==> src/rtl/nn_pkg.sv <==
// Shared types and handshake helper for the classifier back end.
package nn_pkg;

  typedef enum logic {ACCUM = 1'b0, OUTPUT = 1'b1} argmax_state_t;

  function automatic logic fire(input logic v, input logic r);
    return v & r;
  endfunction

endpackage

==> src/rtl/nn_argmax_stage.sv <==
// Serial argmax over M signed words per frame; emits {index, value} of the
// largest word as one valid/ready beat, then counts the handoff.
module nn_argmax_stage
  import nn_pkg::*;
#(
  parameter  int M    = 8,
  parameter  int T    = 12,
  parameter  int FCW  = 16,
  localparam int IDXW = (M > 1) ? $clog2(M) : 1
) (
  input  logic                 clk,
  input  logic                 reset,
  input  logic                 s_valid,
  output logic                 s_ready,
  input  logic signed [T-1:0]  data_in,
  output logic                 m_valid,
  input  logic                 m_ready,
  output logic [IDXW-1:0]      class_idx,
  output logic signed [T-1:0]  class_val,
  output logic [FCW-1:0]       frame_cnt
);

  argmax_state_t       state_q, state_d;
  logic [IDXW-1:0]     cnt_q, idx_q, nxt_idx;
  logic signed [T-1:0] max_q, nxt_max;
  logic                in_fire, out_fire, last_beat;

  assign s_ready   = (state_q == ACCUM) & ~reset;
  assign m_valid   = (state_q == OUTPUT);
  assign in_fire   = fire(s_valid, s_ready);
  assign out_fire  = fire(m_valid, m_ready);
  assign last_beat = (cnt_q == IDXW'(M - 1));

  // Strict compare keeps the earliest index on ties; word 0 always seeds.
  always_comb begin
    nxt_max = max_q;
    nxt_idx = idx_q;
    if (cnt_q == '0) begin
      nxt_max = data_in;
      nxt_idx = '0;
    end else if (data_in > max_q) begin
      nxt_max = data_in;
      nxt_idx = cnt_q;
    end
  end

  always_comb begin
    state_d = state_q;
    if (state_q == ACCUM) begin
      if (in_fire && last_beat) state_d = OUTPUT;
    end else begin
      if (out_fire) state_d = ACCUM;
    end
  end

  always_ff @(posedge clk) begin
    if (reset) begin
      state_q   <= ACCUM;
      cnt_q     <= '0;
      max_q     <= '0;
      idx_q     <= '0;
      class_idx <= '0;
      class_val <= '0;
      frame_cnt <= '0;
    end else begin
      state_q <= state_d;
      if (in_fire) begin
        max_q <= nxt_max;
        idx_q <= nxt_idx;
        if (last_beat) begin
          cnt_q     <= '0;
          class_idx <= nxt_idx;
          class_val <= nxt_max;
        end else begin
          cnt_q <= cnt_q + 1'b1;
        end
      end
      if (out_fire) frame_cnt <= frame_cnt + 1'b1;
    end
  end

endmodule

==> config.mk <==
export PLATFORM = sky130hd
export DESIGN_NAME = nn_argmax_stage
export DESIGN_NICKNAME = d
export VERILOG_FILES = /design/src/rtl/nn_pkg.sv /design/src/rtl/nn_argmax_stage.sv
export SDC_FILE = /design/constraint.sdc
export NUM_CORES = 1
export LEC_CHECK = 0
export BUFFER_PORTS_ARGS = -buffer_cell sky130_fd_sc_hd__buf_2
export CORE_AREA = 5 5 91 93
export CTS_CLUSTER_SIZE = 8
export DETAILED_ROUTE_END_ITERATION = 12
export DIE_AREA = 0 0 96 98
export SYNTH_ARGS = -nofsm -noshare
export SYNTH_HDL_FRONTEND = slang
export SYNTH_SLANG_ARGS = --single-unit
==> constraint.sdc <==
create_clock -name clk -period 4.3 [get_ports clk]
set_clock_uncertainty 0.15 [all_clocks]
set_input_delay 0.86 -clock clk [delete_from_list [all_inputs] [get_ports clk]]
set_output_delay 0.86 -clock clk [all_outputs]
set_load 0.03 [all_outputs]
Word level (Yosys, flattened, before mapping)
Cells that the tools add are included.
{"block": "totals", "reg_bits": 50, "input_bits": 16, "out_inout_bits": 33, "word_cells": 27}
{"block": "classes", "add_sub_neg": 2, "magnitude_cmp": 1, "n_eq_ne": 1, "n_mux": 8, "n_bitwise": 5, "reduce_logical": 3}
{"cell": "$mux 12", "n": 2}
{"cell": "$add 16x1->16 const B", "n": 1}
{"cell": "$gt 12x12->1", "n": 1}
{"cell": "$mux 3", "n": 3}
{"cell": "$add 3x1->3 const B", "n": 1}
{"cell": "$and 1x1->1", "n": 3}
{"cell": "$eq 3x3->1 const B", "n": 1}
{"cell": "$logic_not 3->1", "n": 1}
{"cell": "$mux 1", "n": 3}
{"cell": "$not 1->1", "n": 2}
{"cell": "$reduce_and 2->1", "n": 1}
{"cell": "$logic_and 1x1->1", "n": 1}

Longest topological paths before layout
Gate-level depths: netlist of the first run.
{"block": "depth", "ltp_word": 6, "ltp_mapped": 9, "ltp_nobuf": 8}

Least setup slack after synthesis of the first run
No wires, ideal clock.
{"block": "synth_timing", "path_kind": "input-to-output", "startpoint": "in reset", "endpoint": "out s_ready", "t_arrival_ns": 1.668, "t_required_ns": 3.290, "path_slack_ns": 1.622, "path_stages": 3, "path_buffers": 2, "cell_sequence": "clkbuf_1 clkbuf_1 nor2_1"}
{"block": "synth_via", "elab_chain_cells": 2}
{"element": "start: declaration", "line_no": "nn_argmax_stage.sv:12", "rtl": "input logic reset,"}
{"element": "$not 1->1", "line_no": "nn_argmax_stage.sv:28", "rtl": "assign s_ready = (state_q == ACCUM) & ~reset;"}
{"element": "$and 1x1->1", "line_no": "nn_argmax_stage.sv:28"}
{"element": "end: declaration", "line_no": "nn_argmax_stage.sv:14", "rtl": "output logic s_ready,"}
Every way passes these cells.

Worst setup path after layout of the first run
{"block": "layout_timing", "startpoint": "in data_in[9]", "endpoint": "reg class_val[10]"}
{"block": "layout_via", "elab_chain_cells": 3}
{"element": "start: declaration", "line_no": "nn_argmax_stage.sv:15", "rtl": "input logic signed [T-1:0] data_in,"}
{"element": "$gt 12x12->1", "line_no": "nn_argmax_stage.sv:41", "rtl": "end else if (data_in > max_q) begin"}
{"element": "$mux 12", "line_no": "nn_argmax_stage.sv:41"}
{"element": "$mux 12", "line_no": "nn_argmax_stage.sv:38", "rtl": "if (cnt_q == '0) begin"}
{"element": "end signal: assignment", "line_no": "nn_argmax_stage.sv:73", "rtl": "class_val <= nxt_max;"}
{"element": "end: declaration", "line_no": "nn_argmax_stage.sv:19", "rtl": "output logic signed [T-1:0] class_val,"}
Every way passes these cells.
A chain may end at the register's enable or synchronous reset.

==> results of run 1 <==
## worst paths after layout
check | from | endpoint | slack, ps | cells after the start
max | data_in[9] | class_val[10]$_SDFFE_PP0P_ | 1450 | 8
min | class_idx[1]$_SDFFE_PP0P_ | class_idx[1]$_SDFFE_PP0P_ | 330 | 2
max reg2reg | max_q[9]$_SDFFE_PP0P_ | class_val[10]$_SDFFE_PP0P_ | 1730 | 8
min reg2reg | class_idx[1]$_SDFFE_PP0P_ | class_idx[1]$_SDFFE_PP0P_ | 330 | 2
## routing by layer
| metal | wire length, um | track usage [%] | share of wire (%) |
|---|---|---|---|
| met1 | 2600 | 16.9 | 49 |
| met2 | 2470 | 19.3 | 46 |
| met3 | 218 | 2.47 | 4.1 |
| met4 | 70 | 3.83 | 1.3 |
| met5 | 0 | 0 | 0 |
## where the power goes
group          leakage (nW)  total [W]  switching, W  internal [W]
logic                 0.805   0.000120     0.0000699     0.0000503
registers             0.405   0.000481    0.00000855      0.000473
clock network        0.0478   0.000293      0.000160      0.000133
total                  1.26   0.000894      0.000238      0.000656
## per-stage QoR
step                      area, um^2  utilization (%)  cells
after floorplan                 2530                -    286
after global placement          2840             38.2    425
after detailed placement        2840             38.2    425
after CTS                       2940             39.5    433
after global routing            2940             39.5    433
final                           2940             39.5    433
## Yosys cell counts, drive strengths merged (2+ instances only)
cell    count  area [um^2]
clkbuf      7         26.3
inv        15         56.3
a211oi      2         15.0
nand2b      4         25.0
a21o        2         15.0
nor2       34          130
buf         5         31.3
a31oi       2         12.5
o311ai      2         42.6
mux2i      24          240
nand4       5         37.5
and3        3         18.8
o211ai      8         60.1
nor3b       2         20.0
dfxtp      50         1000
nor3        3         15.0
or3         5         31.3
nand3       8         40.0
xor2       11         96.3
ha         16          200
nor2b       4         25.0
nand2      24         90.1
a21oi      24          124
or2         3         18.8
o21ai      17         85.1
## final cells by class
type,count,area share (%)
Sequential cell,50,34.0
Clock buffer,6,2.81
Inverter,15,1.91
Timing Repair Buffer,49,8.42
Tap cell,102,4.34
Clock inverter,2,0.553
Multi-Input combinational cell,209,48.0
## cells by family after synthesis
logic type / after synthesis / share of synthesized area (%)
simple gates: 96 / 18.2
compound gates: 61 / 16.0
flops: 50 / 39.6
buf+inv: 27 / 4.51
mux: 24 / 9.51
fa+ha+maj: 16 / 7.92
xor+xnor: 12 / 4.16
## state kept, by name, summed over array words and instances, names as in the netlist
signal     cells
class_idx      3
class_val     12
cnt_q          3
frame_cnt     16
idx_q          3
m_valid        1
max_q         12
## worst max-delay path, cell delays in order
cell and delay, ps:
buf_2 120, ha_1 310, a21o_1 190, a21oi_1 160
nand2_1 150, o31ai_4 710, mux2i_1 270, a21oi_1 80
==> out/metrics.cfg, run 1 <==
[timing]
min_period_over_period_pct = 66.2
fmax_mhz = 351
rsz0062_at_grt = no
worst_slew_pin_slew_ps = 874
setup_slack_ps = 1450
hold-worst-slack_ps = 330
setup_viol = 0
relSlewSlack_pct = 41.6
tns_ps = 0
hold_viol = 0
maxSlewViolCount = 0
min_period_ps = 2850

[synth]
synth_cell_types = 41
syn-num-nets = 318
syn-mean-instance-area_um2 = 8.83
synth-edff-count = 0
syn_area_um2 = 2530
synth-seq-area-share_pct = 39.6
async_reset_ff_share_pct = 0
synthCells = 286
synth_ff_type = dfxtp_1
synth_seq_cells = 50
ys_warn_count = 0

[clocking]
cts.path.max_buffers = 2
postCtsResizedCells = 0
cts_tree = done
htreeDepth = 2
clock_sinks = 50
cts_setup_buffers = 0
ctsHoldBuffers = 0
cts_buffers = 5
clock-root-buffer = clkbuf_8
clock_latency_ps = 310
clkTransAtPathRegs_ps = 90

[setup_path]
critPathCaptureType = flop
critPathKind = input port to flop
cp_max_fo = 12
worstSetupStartpointType = input port
crit_arrival_ps = 2850
critPathRequiredTime_ps = 4300

[layout]
area_growth_pct = 16.5
final_common_cell = dfxtp_1
num-fill-cells = 777
final_cell_mix = 50 x dfxtp_1, 48 x buf_2, 33 x nor2_1
drive_gt1_share_pct = 20.2
seqCellArea_um2 = 1000
multiInputGateArea_um2 = 1410
nets = 362
diodes = 0

[min_path]
hold_class = flop to flop

[floorplan]
start_util_pct = 33.9
dieArea_um2 = 9410
die_w_um = 96
ios = 49
die_h_um = 98
num_rows = 32
fp.coreArea_um2 = 7450

[global_routing]
grt_antenna_before_repair = 0
grt_start_max_net_pins = 38
grtUsageTotal_pct = 12.3
grt_pass1_vias = 1992
gr-total-overflow = 0
grt_pass1_wl_um = 9400

[drt]
route.detailed.drc = 0
vias = 2035
drt.antenna.violating_nets = 0
drt-total-wl_um = 5360
dr.pass1.iters = 4
vias_per_cell = 4.70
avgRoutedWirePerCell_um = 12.4
drt_iter0_drc = 118

[power]
p_per_area_nw_per_um2 = 304
irDropWorstVdd_mv = 0.131
total_leakage_power_nw = 1.26
total_power_w = 0.000894

[flow_run]
drv_cap = 0

[outcome]
status = finished, final reports clean

[placement]
dpl.hpwl_um = 3900
pre_cts_ws_ps = 1090
portBuffers = 48
gp_congestion = 0.832

Power figures use the tool's default switching activity.
==> run 2: changes to the inputs <==
--- a/config.mk
+++ b/config.mk
@@ -5,11 +5,12 @@
 export SDC_FILE = /design/constraint.sdc
 export NUM_CORES = 1
 export LEC_CHECK = 0
+export ABC_AREA = 1
 export BUFFER_PORTS_ARGS = -buffer_cell sky130_fd_sc_hd__buf_2
-export CORE_AREA = 5 5 91 93
+export CORE_AREA = 5 5 97 99
 export CTS_CLUSTER_SIZE = 8
 export DETAILED_ROUTE_END_ITERATION = 12
-export DIE_AREA = 0 0 96 98
+export DIE_AREA = 0 0 102 104
 export SYNTH_ARGS = -nofsm -noshare
 export SYNTH_HDL_FRONTEND = slang
 export SYNTH_SLANG_ARGS = --single-unit
==> constraint.sdc (replaced) <==
create_clock -name clk -period 2.6 [get_ports clk]
set_clock_uncertainty 0.15 [all_clocks]
set_input_delay 0.52 -clock clk [delete_from_list [all_inputs] [get_ports clk]]
set_output_delay 0.52 -clock clk [all_outputs]
set_load 0.03 [all_outputs]
==> run 2 against run 1 <==
Compared with the run above:
- sequential share of layout area shrank 3.8 points
- critical endpoint unchanged
- routed wire length grew 23%
- flip-flop and latch count is the same
- setup slack lost 1100 ps
- worst hold slack lost 19 ps
- global-route usage grew 0.54 points
==> out/metrics.cfg, run 2 <==
[floorplan]
fp.coreArea_um2 = 8470  ; +14%
num_rows = 34  ; +6.3%
die_h_um = 104  ; +6.1%
dieArea_um2 = 10600  ; +13%
start_util_pct = 33.8  ; -0.13 points
die_w_um = 102  ; +6.3%
ios = 49  ; unchanged

[layout]
nets = 476  ; +31%
final_cell_mix = 81 x nand2_1, 69 x inv_1, 50 x dfxtp_1
largest_reg_flops = 16  ; unchanged
num-fill-cells = 900  ; +16%
drive_gt1_share_pct = 22.1  ; +1.8 points
top_regs = frame_cnt: 16 flops, class_val: 12 flops, max_q: 12 flops
area_growth_pct = 15.7
fin_cells = 552  ; +27%
diodes = 0  ; unchanged
final_common_cell = nand2_1
regMostFlops = frame_cnt

[setup_path]
critPathCaptureType = flop
crit_chain = inv_1 > ha_1 > a21o_1 > nor2_1 > nand4_1 > nand3_2 > nand2_2 > buf_12 > nand2_1 > nand3_1 > nand2_1 > inv_1
worstSetupStartpointType = flop
r2r_start = max_q[11]$_SDFFE_PP0P_
worstSetupStartpoint = max_q[11]$_SDFFE_PP0P_
slowest_stage = dfxtp_1
crit_family = simple AND/OR/NAND/NOR gates
critPathMaxStageDelay_ps = 360  ; -350 ps
critPathRequiredTime_ps = 2650  ; -1650 ps
cp_max_fo = 23  ; +11
critPathKind = flop to flop
crit_arrival_ps = 2260  ; -590 ps
path_buf_inv = 3  ; +2

[synth]
ys_warn_count = 0  ; unchanged
synth_seq_cells = 50  ; unchanged
synthTopCellsByArea = dfxtp_1 35%, nand2_1 11%, inv_1 9.1%
synth_common_cells = 81 x nand2_1, 69 x inv_1, 50 x dfxtp_1
syn-num-nets = 428  ; +35%
synth_top_area_share_pct = 35.0  ; -4.6 points
synth-seq-area-share_pct = 35.0  ; -4.6 points
synthCells = 396  ; +38%
async_reset_ff_share_pct = 0  ; unchanged
yosysMostFrequentCell = nand2_1
synth_ff_type = dfxtp_1
syn_area_um2 = 2860  ; +13%
synth-edff-count = 0  ; unchanged
synth_cell_types = 28  ; -32%
syn-mean-instance-area_um2 = 7.22  ; -18%
synth_top_cell_by_area = dfxtp_1

[timing]
rsz0062_at_grt = no
maxSlewViolCount = 0  ; unchanged
min_period_over_period_pct = 85.1
min_period_ps = 2210
relSlewSlack_pct = 78.5  ; +37 points
hold_viol = 0  ; unchanged
tns_ps = 0  ; unchanged
fmax_mhz = 452
setup_viol = 0  ; unchanged
worst_slew_pin_slew_ps = 322  ; -552 ps

[drt]
vias_per_cell = 4.67  ; -0.59%
route.detailed.drc = 0  ; unchanged
vias = 2579  ; +27%
avgRoutedWirePerCell_um = 11.9  ; -3.5%
dr.pass1.iters = 4  ; unchanged
drt-total-wl_um = 6590  ; +23%
drt_iter0_drc = 102  ; -14%
drt.antenna.violating_nets = 0  ; unchanged

[placement]
place_inst = 545  ; +28%
dpl.hpwl_um = 4940  ; +27%
portBuffers = 48  ; unchanged
gp_congestion = 0.840  ; +0.95%

[clocking]
clock_latency_ps = 300  ; about the same
clkTransAtPathRegs_ps = 100  ; about the same
cts_setup_buffers = 0  ; unchanged
cts_tree = done
cts.path.max_buffers = 2  ; unchanged
htreeDepth = 2  ; unchanged
ctsHoldBuffers = 0  ; unchanged
clock-root-buffer = clkbuf_8
cts_buffers = 5  ; unchanged
clock_sinks = 50  ; unchanged
postCtsResizedCells = 0  ; unchanged

[min_path]
hold_class = flop to flop
hold_start = idx_q[2]$_SDFFE_PP0P_

[global_routing]
grt_start_max_net_pins = 29  ; -24%
grtUsageTotal_pct = 12.9  ; +0.54 points
gr-total-overflow = 0  ; unchanged
grt_pass1_vias = 2470  ; +24%
grt_pass1_wl_um = 11300  ; +20%
grt_antenna_before_repair = 0  ; unchanged

[power]
irDropWorstVdd_mv = 0.366  ; +180%
total_leakage_power_nw = 1.59  ; +27%
p_per_area_nw_per_um2 = 528  ; +74%

[flow_run]
drv_cap = 0  ; unchanged

[outcome]
status = finished, final reports clean

## run 2: changes by cell type after synthesis, sizes merged, moves of 9 or more
cell	before	now
inv	15	71
nor2	34	23
o21ai	17	28
nand3	8	60
xor2	11	1
a21oi	24	15
nand2	24	86
mux2i	24	0
o21a	1	14
## run 2: metrics by stage
stage          utilization [%]  hold WS, ps  worst slack, ps  instance area [um^2]  total power, W
3_3_place_gp              38.2          291              204                  3230         0.00131
3_5_place_dp              38.2          303              159                  3230         0.00132
6_report                  39.1          311              388                  3310         0.00175
4_1_cts                   39.1          317              388                  3310         0.00178
2_1_floorplan                -          278              405                  2860         0.00123
5_1_grt                   39.1          338              212                  3310         0.00186
## run 2: path summary, 6_finish.rpt
path,slack (ps),endpoint,depth (start not counted)
setup / recovery,390,class_val[10]$_SDFFE_PP0P_,12
hold / removal,310,idx_q[2]$_SDFFE_PP0P_,2
setup reg to reg,390,class_val[10]$_SDFFE_PP0P_,12
hold reg to reg,310,idx_q[2]$_SDFFE_PP0P_,2
## run 2: worst reg2reg max path, stage by stage (launching register included)
cell and delay [ps]:
dfxtp_1 360, inv_1 80, ha_1 340, a21o_1 200, nor2_1 210, nand4_1 140
nand3_2 130, nand2_2 80, buf_12 160, nand2_1 60, nand3_1 90, nand2_1 70
inv_1 30
## run 2: where the power goes
part	total, W	internal, W	leakage, nW	switching (W)
Sequential	0.000822	0.000801	0.406	0.0000210
Combinational	0.000479	0.000172	1.15	0.000306
Clock	0.000447	0.000185	0.0373	0.000261
## run 2: cell families after synthesis
family,share of synthesized area [%]
and+or+nand+nor,32.4
buffers and inverters,13.1
AOI/OAI and AO/OA,12.2
DFF,35.0
adders and majority gates,7.00
xor gates and xnor gates,0.306
## run 2: metal layers
layer,routed length (um),vias to the layer above,GRT usage [%]
met3,355,6,2.75
met5,0,-,0
met4,61,0,3.75
met2,3130,50,20.9
li1,-,1367,-
met1,3050,1156,16.9
## run 2: layout make-up
cell class	count	area, um^2	area share [%]
clock buffer	6	72.6	2.19
tap	108	135	4.08
timing repair buffer	56	338	10.2
multi-input combinational	259	1490	44.9
clock inverter	1	7.51	0.227
sequential	50	1000	30.2
inverter	72	270	8.16
